## src/rtl/divider_seq_pkg.sv

```systemverilog
// Shared constants for the sequential restoring divider.
// Latency: none (constants and elaboration-time helpers only).
// Backpressure: not applicable.
package divider_seq_pkg;

    // FSM encoding shared by the divider top and anything that decodes it.
    localparam logic [1:0] IDLE = 2'd0;
    localparam logic [1:0] RUN  = 2'd1;
    localparam logic [1:0] DONE = 2'd2;

    // Default operand width, chosen to pair with the 4-bit multiplier outputs.
    localparam int DIV_WIDTH_DEFAULT = 4;

    // Iteration counter width: must be able to hold the value WIDTH itself.
    function automatic int div_cnt_width(input int width);
        return $clog2(width + 1);
    endfunction

    localparam int DIV_CNT_W_DEFAULT = div_cnt_width(DIV_WIDTH_DEFAULT);

endpackage

```

## src/rtl/divider_seq_div_step.sv

```systemverilog
// One restoring-division step: shift a bit into the remainder, trial-subtract the divisor.
// Latency: purely combinational, zero cycles.
// Backpressure: none; the caller decides when to register the result.
module div_step
    import divider_seq_pkg::*;
#(
    parameter int WIDTH = DIV_WIDTH_DEFAULT
) (
    input  logic [WIDTH-1:0] rem_in,
    input  logic             bit_in,
    input  logic [WIDTH-1:0] divisor,
    output logic [WIDTH-1:0] rem_out,
    output logic             q_bit
);

    // The shifted remainder can reach 2*divisor-1, so the trial value keeps
    // one extra bit; the compare is done at WIDTH+1 bits to avoid overflow.
    logic [WIDTH:0] trial;

    assign trial = {rem_in, bit_in};

    // Quotient bit is set whenever the divisor fits into the trial remainder.
    assign q_bit = (trial >= {1'b0, divisor});

    // After a successful subtract the result is below the divisor, so it
    // always fits in WIDTH bits and the low-order subtract is exact.
    assign rem_out = q_bit ? (trial[WIDTH-1:0] - divisor) : trial[WIDTH-1:0];

endmodule

```

## src/rtl/divider_seq.sv

```systemverilog
// Sequential unsigned restoring divider, one quotient bit per clock, start/done handshake.
// Latency: WIDTH+1 cycles accept->done; 1 cycle for divide-by-zero (and for I1<I2 when DIV_EARLY_EXIT_EN).
// Backpressure: start is ignored while busy (no queueing); a new start is taken in IDLE or in the DONE cycle.
module divider_seq
    import divider_seq_pkg::*;
#(
    parameter int WIDTH = DIV_WIDTH_DEFAULT
) (
    input  logic             clk,
    input  logic             rst_n,
    input  logic             start,
    input  logic [WIDTH-1:0] I1,
    input  logic [WIDTH-1:0] I2,
    output logic [WIDTH-1:0] Q,
    output logic [WIDTH-1:0] R,
    output logic             busy,
    output logic             done,
    output logic             div_by_zero
);

    localparam int             CNT_W     = div_cnt_width(WIDTH);
    localparam logic [CNT_W-1:0] LAST_ITER = CNT_W'(WIDTH - 1);

    logic [1:0]       state;
    logic [WIDTH-1:0] dividend;   // shifts left, MSB feeds the remainder
    logic [WIDTH-1:0] divisor;
    logic [WIDTH-1:0] rem;        // partial remainder
    logic [WIDTH-1:0] quo;        // quotient bits collected so far
    logic [CNT_W-1:0] cnt;

    logic [WIDTH-1:0] step_rem;
    logic             step_q;

    logic accept;
    logic zero_div;
    logic early_exit;
    logic last_iter;
    logic load_run;

    // A request is taken whenever the divider is not iterating, which
    // includes the DONE cycle so results can be chained back to back.
    assign accept   = start && (state != RUN);
    assign zero_div = (I2 == '0);

`ifdef DIV_EARLY_EXIT_EN
    // Dividend smaller than divisor: the answer is known without iterating.
    assign early_exit = !zero_div && (I1 < I2);
`else
    assign early_exit = 1'b0;
`endif

    assign load_run  = accept && !zero_div && !early_exit;
    assign last_iter = (state == RUN) && (cnt == LAST_ITER);
    assign busy      = (state == RUN);

    div_step #(
        .WIDTH (WIDTH)
    ) u_step (
        .rem_in  (rem),
        .bit_in  (dividend[WIDTH-1]),
        .divisor (divisor),
        .rem_out (step_rem),
        .q_bit   (step_q)
    );

    // Control FSM: IDLE/DONE take new work, RUN counts WIDTH iterations,
    // done is a single-cycle pulse coinciding with the DONE state.
    always_ff @(posedge clk or negedge rst_n) begin
        if (!rst_n) begin
            state <= IDLE;
            done  <= 1'b0;
        end else begin
            done <= 1'b0;
            case (state)
                RUN: begin
                    if (last_iter) begin
                        state <= DONE;
                        done  <= 1'b1;
                    end
                end
                default: begin
                    if (accept && (zero_div || early_exit)) begin
                        state <= DONE;
                        done  <= 1'b1;
                    end else if (accept) begin
                        state <= RUN;
                    end else begin
                        state <= IDLE;
                    end
                end
            endcase
        end
    end

    // Iteration datapath: load operands on accept, then one restoring
    // step per RUN cycle.
    always_ff @(posedge clk or negedge rst_n) begin
        if (!rst_n) begin
            dividend <= '0;
            divisor  <= '0;
            rem      <= '0;
            quo      <= '0;
            cnt      <= '0;
        end else if (load_run) begin
            dividend <= I1;
            divisor  <= I2;
            rem      <= '0;
            quo      <= '0;
            cnt      <= '0;
        end else if (state == RUN) begin
            dividend <= {dividend[WIDTH-2:0], 1'b0};
            rem      <= step_rem;
            quo      <= {quo[WIDTH-2:0], step_q};
            cnt      <= cnt + 1'b1;
        end
    end

    // Result registers: only written when a result is produced, so the
    // previous answer stays visible while the next division is running.
    always_ff @(posedge clk or negedge rst_n) begin
        if (!rst_n) begin
            Q           <= '0;
            R           <= '0;
            div_by_zero <= 1'b0;
        end else if (accept && zero_div) begin
            Q           <= '1;
            R           <= I1;
            div_by_zero <= 1'b1;
        end else if (accept && early_exit) begin
            Q           <= '0;
            R           <= I1;
            div_by_zero <= 1'b0;
        end else if (last_iter) begin
            Q           <= {quo[WIDTH-2:0], step_q};
            R           <= step_rem;
            div_by_zero <= 1'b0;
        end
    end

endmodule

```

## config.mk

```make
export PLATFORM = sky130hd
export DESIGN_NAME = divider_seq
export DESIGN_NICKNAME = d
export VERILOG_FILES = /design/src/rtl/divider_seq_pkg.sv /design/src/rtl/divider_seq_div_step.sv /design/src/rtl/divider_seq.sv
export SDC_FILE = /design/constraint.sdc
export NUM_CORES = 1
export LEC_CHECK = 0
export BUFFER_PORTS_ARGS = -buffer_cell sky130_fd_sc_hd__buf_4
export CAP_MARGIN = 20
export CELL_PAD_IN_SITES_DETAIL_PLACEMENT = 1
export CELL_PAD_IN_SITES_GLOBAL_PLACEMENT = 1
export CORE_AREA = 2 2 110 69
export CTS_BUF_LIST = sky130_fd_sc_hd__clkbuf_4
export CTS_CLUSTER_SIZE = 20
export DETAILED_ROUTE_END_ITERATION = 12
export DIE_AREA = 0 0 112 71
export HOLD_SLACK_MARGIN = 0.15
export PLACE_DENSITY_LB_ADDON = 0.15
export SLEW_MARGIN = 20
export SYNTH_ARGS = -nofsm -noshare
export SYNTH_HDL_FRONTEND = slang
export SYNTH_HIERARCHICAL = 1
export SYNTH_SLANG_ARGS = --single-unit
```

## constraint.sdc

```tcl
create_clock -name clk -period 2.8 [get_ports clk]
set_input_delay 0.28 -clock clk [delete_from_list [all_inputs] [get_ports clk]]
set_output_delay 0.28 -clock clk [all_outputs]
set_load 0.005 [all_outputs]
```

# Yosys cells after proc, flatten, opt, wreduce, memory -nomap -nowiden
# Cells that the tools add are included.
# Widths: inputs -> output; s select.
dict set report word_totals {
  input_bits 11
  wordCells 47
  memories 0
  register_bits 30
  mem_bits_ro 0
  ramBits 0
  out_inout_bits 11
  latch_bits 0
}
dict set report op_classes {
  bitwise 0
  reduce_logical 8
  mul 0
  shift 0
  addsub 2
  n_lt_le_gt_ge 1
  n_mux 22
  eq_ne 4
  div 0
}
# op n
set ops {}
lappend ops {{$mux 4} 9}
lappend ops {{$mux 3} 4}
lappend ops {{$mux 1} 6}
lappend ops {{$mux 2} 3}
lappend ops {{$ge 5x4->1} 1}
lappend ops {{$logic_and 1x1->1} 4}
lappend ops {{$logic_not 4->1} 1}
lappend ops {{$ne 2x1->1 const B} 2}
lappend ops {{$reduce_bool 2->1} 2}
lappend ops {{$sub 4x4->4} 1}
lappend ops {{$add 3x1->3 const B} 1}
lappend ops {{$eq 3x2->1 const B} 1}
lappend ops {{$eq 2x1->1 const B} 1}
lappend ops {{$logic_not 1->1} 1}

# Depth between registers and ports, before layout
dict set report logic_depth {
  depth_word 5
  depth_mapped 8
}

# By module
# Netlist, hierarchy kept.
# module cells_each area_each_um2 seq_area_each_um2 n_inst
set by_module_without_submodules {}
lappend by_module_without_submodules {divider_seq 119 1328.8 750.7 1}
lappend by_module_without_submodules {div_step 28 224.0 0.0 1}

# Least setup slack after synthesis
# Ideal clock, no wire load.
dict set report synth_timing {
  kind {register to register}
  from {register rem[1]}
  to {register R[2]}
  required_time_ns 2.675
  arrival_time_ns 1.871
  synth_period_minus_slack_ns 1.997
  path_buffers 0
  path_stages_with_launch 8
  path_slack_ns 0.803
  path_cell_list {dfrtp_1 > ha_1 > nand4_1 > nand2_2 > nor2_4 > mux2_4 > mux2_4 > mux2_4}
}
dict set report synth_between {
  elab_chain_cells 4
  elab_cells_between_ends 5
  cone_classes {add/sub: 1; order compare: 1; mux: 3}
}
# element line_no
set synth_rtl {}
lappend synth_rtl {{start, declared} divider_seq.sv:27} ;# logic [WIDTH-1:0] rem;
lappend synth_rtl {{start signal, assigned} divider_seq.sv:112} ;# rem <= step_rem;
lappend synth_rtl {{$sub 4x4->4 or $ge 5x4->1 (tied branches)} {divider_seq_div_step.sv:27, divider_seq_div_step.sv:23}}
lappend synth_rtl {{$mux 4 *} divider_seq_div_step.sv:27} ;# assign rem_out = q_bit ? (trial[WIDTH-1:0] - divisor) : trial[WIDTH-1:0];
lappend synth_rtl {{net step_rem[2]} divider_seq.sv:31} ;# logic [WIDTH-1:0] step_rem;
lappend synth_rtl {{$mux 4 *} divider_seq.sv:133} ;# end else if (last_iter) begin
lappend synth_rtl {{$mux 4 *} divider_seq.sv:125} ;# end else if (accept && zero_div) begin
lappend synth_rtl {{end signal, assigned} divider_seq.sv:135} ;# R <= step_rem;
lappend synth_rtl {{end, declared} divider_seq.sv:15} ;# output logic [WIDTH-1:0] R,
# Mark *: on every way through the listed nets, which the timed path passes. The rest lies on a longest branch. The select of a mux whose other input is x is not followed.
# A chain may end at the register's enable or synchronous reset.

# Worst setup path in the final report
dict set report layout_timing {
  from {register divisor[1]}
  to {register R[2]}
}
dict set report layout_between {
  elab_chain_cells 4
  elab_cells_between_ends 5
  cone_classes {add/sub: 1; order compare: 1; mux: 3}
}
# element line_no
set layout_rtl {}
lappend layout_rtl {{start, declared} divider_seq.sv:26} ;# logic [WIDTH-1:0] divisor;
lappend layout_rtl {{start signal, assigned} divider_seq.sv:100} ;# divisor <= '0;
lappend layout_rtl {{start signal, assigned} divider_seq.sv:106} ;# divisor <= I2;
lappend layout_rtl {{$sub 4x4->4 or $ge 5x4->1 (tied branches)} {divider_seq_div_step.sv:27, divider_seq_div_step.sv:23}}
lappend layout_rtl {{$mux 4 *} divider_seq_div_step.sv:27}
lappend layout_rtl {{net step_rem[2]} divider_seq.sv:31}
lappend layout_rtl {{$mux 4 *} divider_seq.sv:133}
lappend layout_rtl {{$mux 4 *} divider_seq.sv:125}
# Marked as above.

==> results by group <==
Outcome
  • Status: finished clean

Logic synthesis
  • Syn Nets: 165
  • Netlist Area Pre-Place: 0.001553 mm²
  • Synth top area share: 0.4835
  • Yosys cell types: 35
  • Synth Area in Compound Gates: 0.09750
  • Cells after Synth: 147
  • Dominant cell type by area after synthesis: dfrtp_1
  • Post-synthesis mux area share: 0.1023
  • Sequential area share after synthesis: 0.4835
  • Syn Area/Cell: 10.56 µm²
  • Dominant cells by area after synthesis: dfrtp_1 (48%), nand2_1 (7.0%), mux2_4 (6.8%)
  • Area share of fa/ha/maj cells after synthesis: 0.06124
  • YS warnings: 6
  • Post-synthesis xor/xnor area fraction: 0.005641
  • #FFs+latches synth: 30
  • Simple-gate share of the synthesized area: 0.2031
  • Combinational family with the most area after synthesis: simple AND/OR/NAND/NOR gates

Timing
  • Setup_tns: 0 ns
  • Slew headroom: 0.3934
  • Hold Slack: 0.2239 ns
  • Slew of the pin with the lowest slew margin: 0.9069 ns
  • Final hold violations: 0
  • Crit path time final: 2.140 ns
  • Max-slew violation count: 0
  • RSZ-0062 raised after global routing: no
  • Fmax: 467.2 MHz
  • Final setup viols: 0
  • Fin crit share: 0.7644
  • Max Clock Skew: 0.009587 ns

Global routing
  • Grt ovf: 0
  • Largest net degree at the start of global routing: 31
  • First-pass GRT wire length: 6582 µm
  • GR Util All Layers: 0.1068
  • Initial antenna violation count: 0
  • Vias in the first global route: 1,259

Routing
  • Drt drc: 0
  • Drt via density: 4.338
  • Post-Route WL: 3905 µm
  • DRT Pass-1 Iters: 4
  • Via count: 1,128
  • DR iter-0 viols: 25
  • Routed wire per std cell: 15.02 µm
  • DRT antenna net count: 0

Die
  • Die Footprint: 0.007952 mm²
  • Core area: 0.007027 mm²
  • Die W: 112 µm
  • Die Y: 71 µm
  • Rows: 24
  • # IOs: 22
  • Starting Density: 0.2210

CTS
  • Maximum clock path buffer count: 2
  • Max H-tree Level: 2
  • TritonCTS clock tree: built
  • Later-pin clock latency in the skew report: 0.31 ns
  • CTS clk-pin slew, worst paths: 0.10 ns
  • Num CTS Buffers: 5
  • Post-CTS sizing: 0
  • CTS root buffer: clkbuf_4
  • Clk sinks: 30

Layout
  • Number of diodes: 0
  • Multi-input gate area: 729.5 µm²
  • Share of layout cells above drive strength 1: 0.2663
  • Fin cells: 260
  • Cell area after layout: 0.001833 mm²
  • # fillers: 834
  • Most frequent cells in the layout: dfrtp_1 (30), nand2_1 (29), buf_4 (21), nand3_1 (19), a21oi_1 (8)
  • Most common cell after layout, fill and taps aside: dfrtp_1
  • Layout area overhead: 18.05%
  • Register area: 750.7 µm²
  • Nets@finish: 188

Pwr
  • Peak VDD IR: 0.2816 mV
  • Power per cell area: 1209 mW/mm²
  • Leakage power: 0.9027 nW
  • Flop pwr share: 0.345
  • Sw Pwr: 0.9258 mW
  • Net Sw Frac: 0.4178
  • Power Internal: 1.290 mW
  • Logic pwr share: 0.553
  • Part of the power in the clock network: 0.102

Setup path
  • WP data required: 3.00 ns
  • Crit end category: register
  • CP max stage cell: dfrtp_1
  • FF-to-FF Start: divisor[1]
  • Worst setup path endpoint: R[2]
  • Crit. Startpoint: divisor[1]
  • Arr. time, crit path: 2.34 ns
  • Critical path type: register to register
  • RR Endpoint: R[2]
  • R2R setup slack: 0.66 ns
  • CP startpoint kind: register
  • CP bufs+invs: 1
  • Crit path largest cell delay: 0.42 ns
  • Most frequent CP cell: mux2_4
  • Path depth of the worst reg2reg path: 8
  • Crit path depth: 8
  • Worst path cell trace: inv_1, ha_1, nand2b_1, a21oi_4, nor2_4, mux2_4, mux2_4, mux2_4
  • Worst path top cell family by delay: multiplexers
  • Crit-path max FO: 4

Min path
  • Hold Crit Start: I1[0]
  • Min-Delay Path Class: primary input to register

Place
  • DP HPWL: 2818 µm
  • I/O Buffers: 21
  • Placed Area: 0.001782 mm²
  • Placed instance count: 253
  • Placer Congestion: 0.6781

Flow run
  • Maximum capacitance violations: 0
-- what timing repair did --
action / 4_1_cts / 5_1_grt
setup buffers: 0 / 0
endpoints found under the hold margin: 30 / 0
hold buffers: 1 / 0
setup endpoints to repair: 0 / 0
-- worst min-delay path by stage --
stage,end,slack [ns],depth (start not counted)
final,dividend[0],0.22,3
after global routing,divisor[2],0.20,2
after CTS,divisor[2],0.21,2
after detailed placement,div_by_zero,0.25,1
after global placement,div_by_zero,0.24,1
after floorplan,Q[0],-0.02,0
-- worst register-to-register path: cells and delay by family (launching register included) --
kind | cells | cell delay (ns)
DFF | 1 | 0.42
adders and majority gates | 1 | 0.31
buffers and inverters | 1 | 0.06
and+or+nand+nor | 2 | 0.31
muxes | 3 | 0.83
AOI/OAI and AO/OA | 1 | 0.08
-- sequential cells by signal, indices dropped and copies added (netlist names) --
| signal | cells |
|---|---|
| done | 1 |
| div_by_zero | 1 |
| quo | 3 |
| rem | 4 |
| cnt | 3 |
| dividend | 4 |
| R | 4 |
| Q | 4 |
| divisor | 4 |
| state | 2 |
-- synthesized netlist by cell type (all sizes together) --
master	number
mux2	10
ha	6
a32o	3
nor4	1
clkbuf	2
nand3b	1
buf	4
xnor2	1
nand2	31
o41ai	1
nand3	19
mux2i	2
nand2b	2
clkinv	1
a21oi	9
fa	1
nor3	2
inv	7
dfrtp	30
o41a	1
o21ai	4
nand4	1
nor2	8
-- metal layers --
metal / vias up / share of wire / track usage
met5: - / 0 / 0
met4: 0 / 0.0031 / 0.01626
met3: 2 / 0.034 / 0.03599
met2: 16 / 0.41 / 0.1582
met1: 566 / 0.55 / 0.1550
li1: 544 / - / -
-- through the flow --
step,setup slack (ns),power [mW],utilization
2_1_floorplan,0.8034,1.650,-
3_3_place_gp,0.7207,1.975,0.2536
3_5_place_dp,0.6860,2.017,0.2536
4_1_cts,0.6458,2.260,0.2609
5_1_grt,0.5272,2.449,0.2609
6_report,0.6596,2.216,0.2609
-- cell type report --
class | instances | area share
flip-flops and latches | 30 | 0.4096
multi-input cells | 103 | 0.3980
repair buffers | 22 | 0.09147
well taps | 91 | 0.06212
clock buffers | 5 | 0.02048
inverters | 8 | 0.01638
clock inverters | 1 | 0.002048
-- power by group through the flow --
stage | logic (mW) | registers [mW] | clock network, mW
2_1_floorplan | 0.901 | 0.749 | 0
3_3_place_gp | 1.21 | 0.768 | 0
3_5_place_dp | 1.24 | 0.776 | 0
4_1_cts | 1.25 | 0.768 | 0.244
5_1_grt | 1.39 | 0.792 | 0.269
6_report | 1.23 | 0.765 | 0.226
-- kinds of logic (layout without fill, tap and decap cells) --
kind of cell / Yosys count / in the layout
muxes: 12 / 12
and+or+nand+nor: 65 / 65
DFF: 30 / 30
buffers and inverters: 14 / 36
AOI/OAI and AO/OA: 18 / 18
xor gates and xnor gates: 1 / 1
adders and majority gates: 7 / 7
Power figures use the tool's default switching activity.
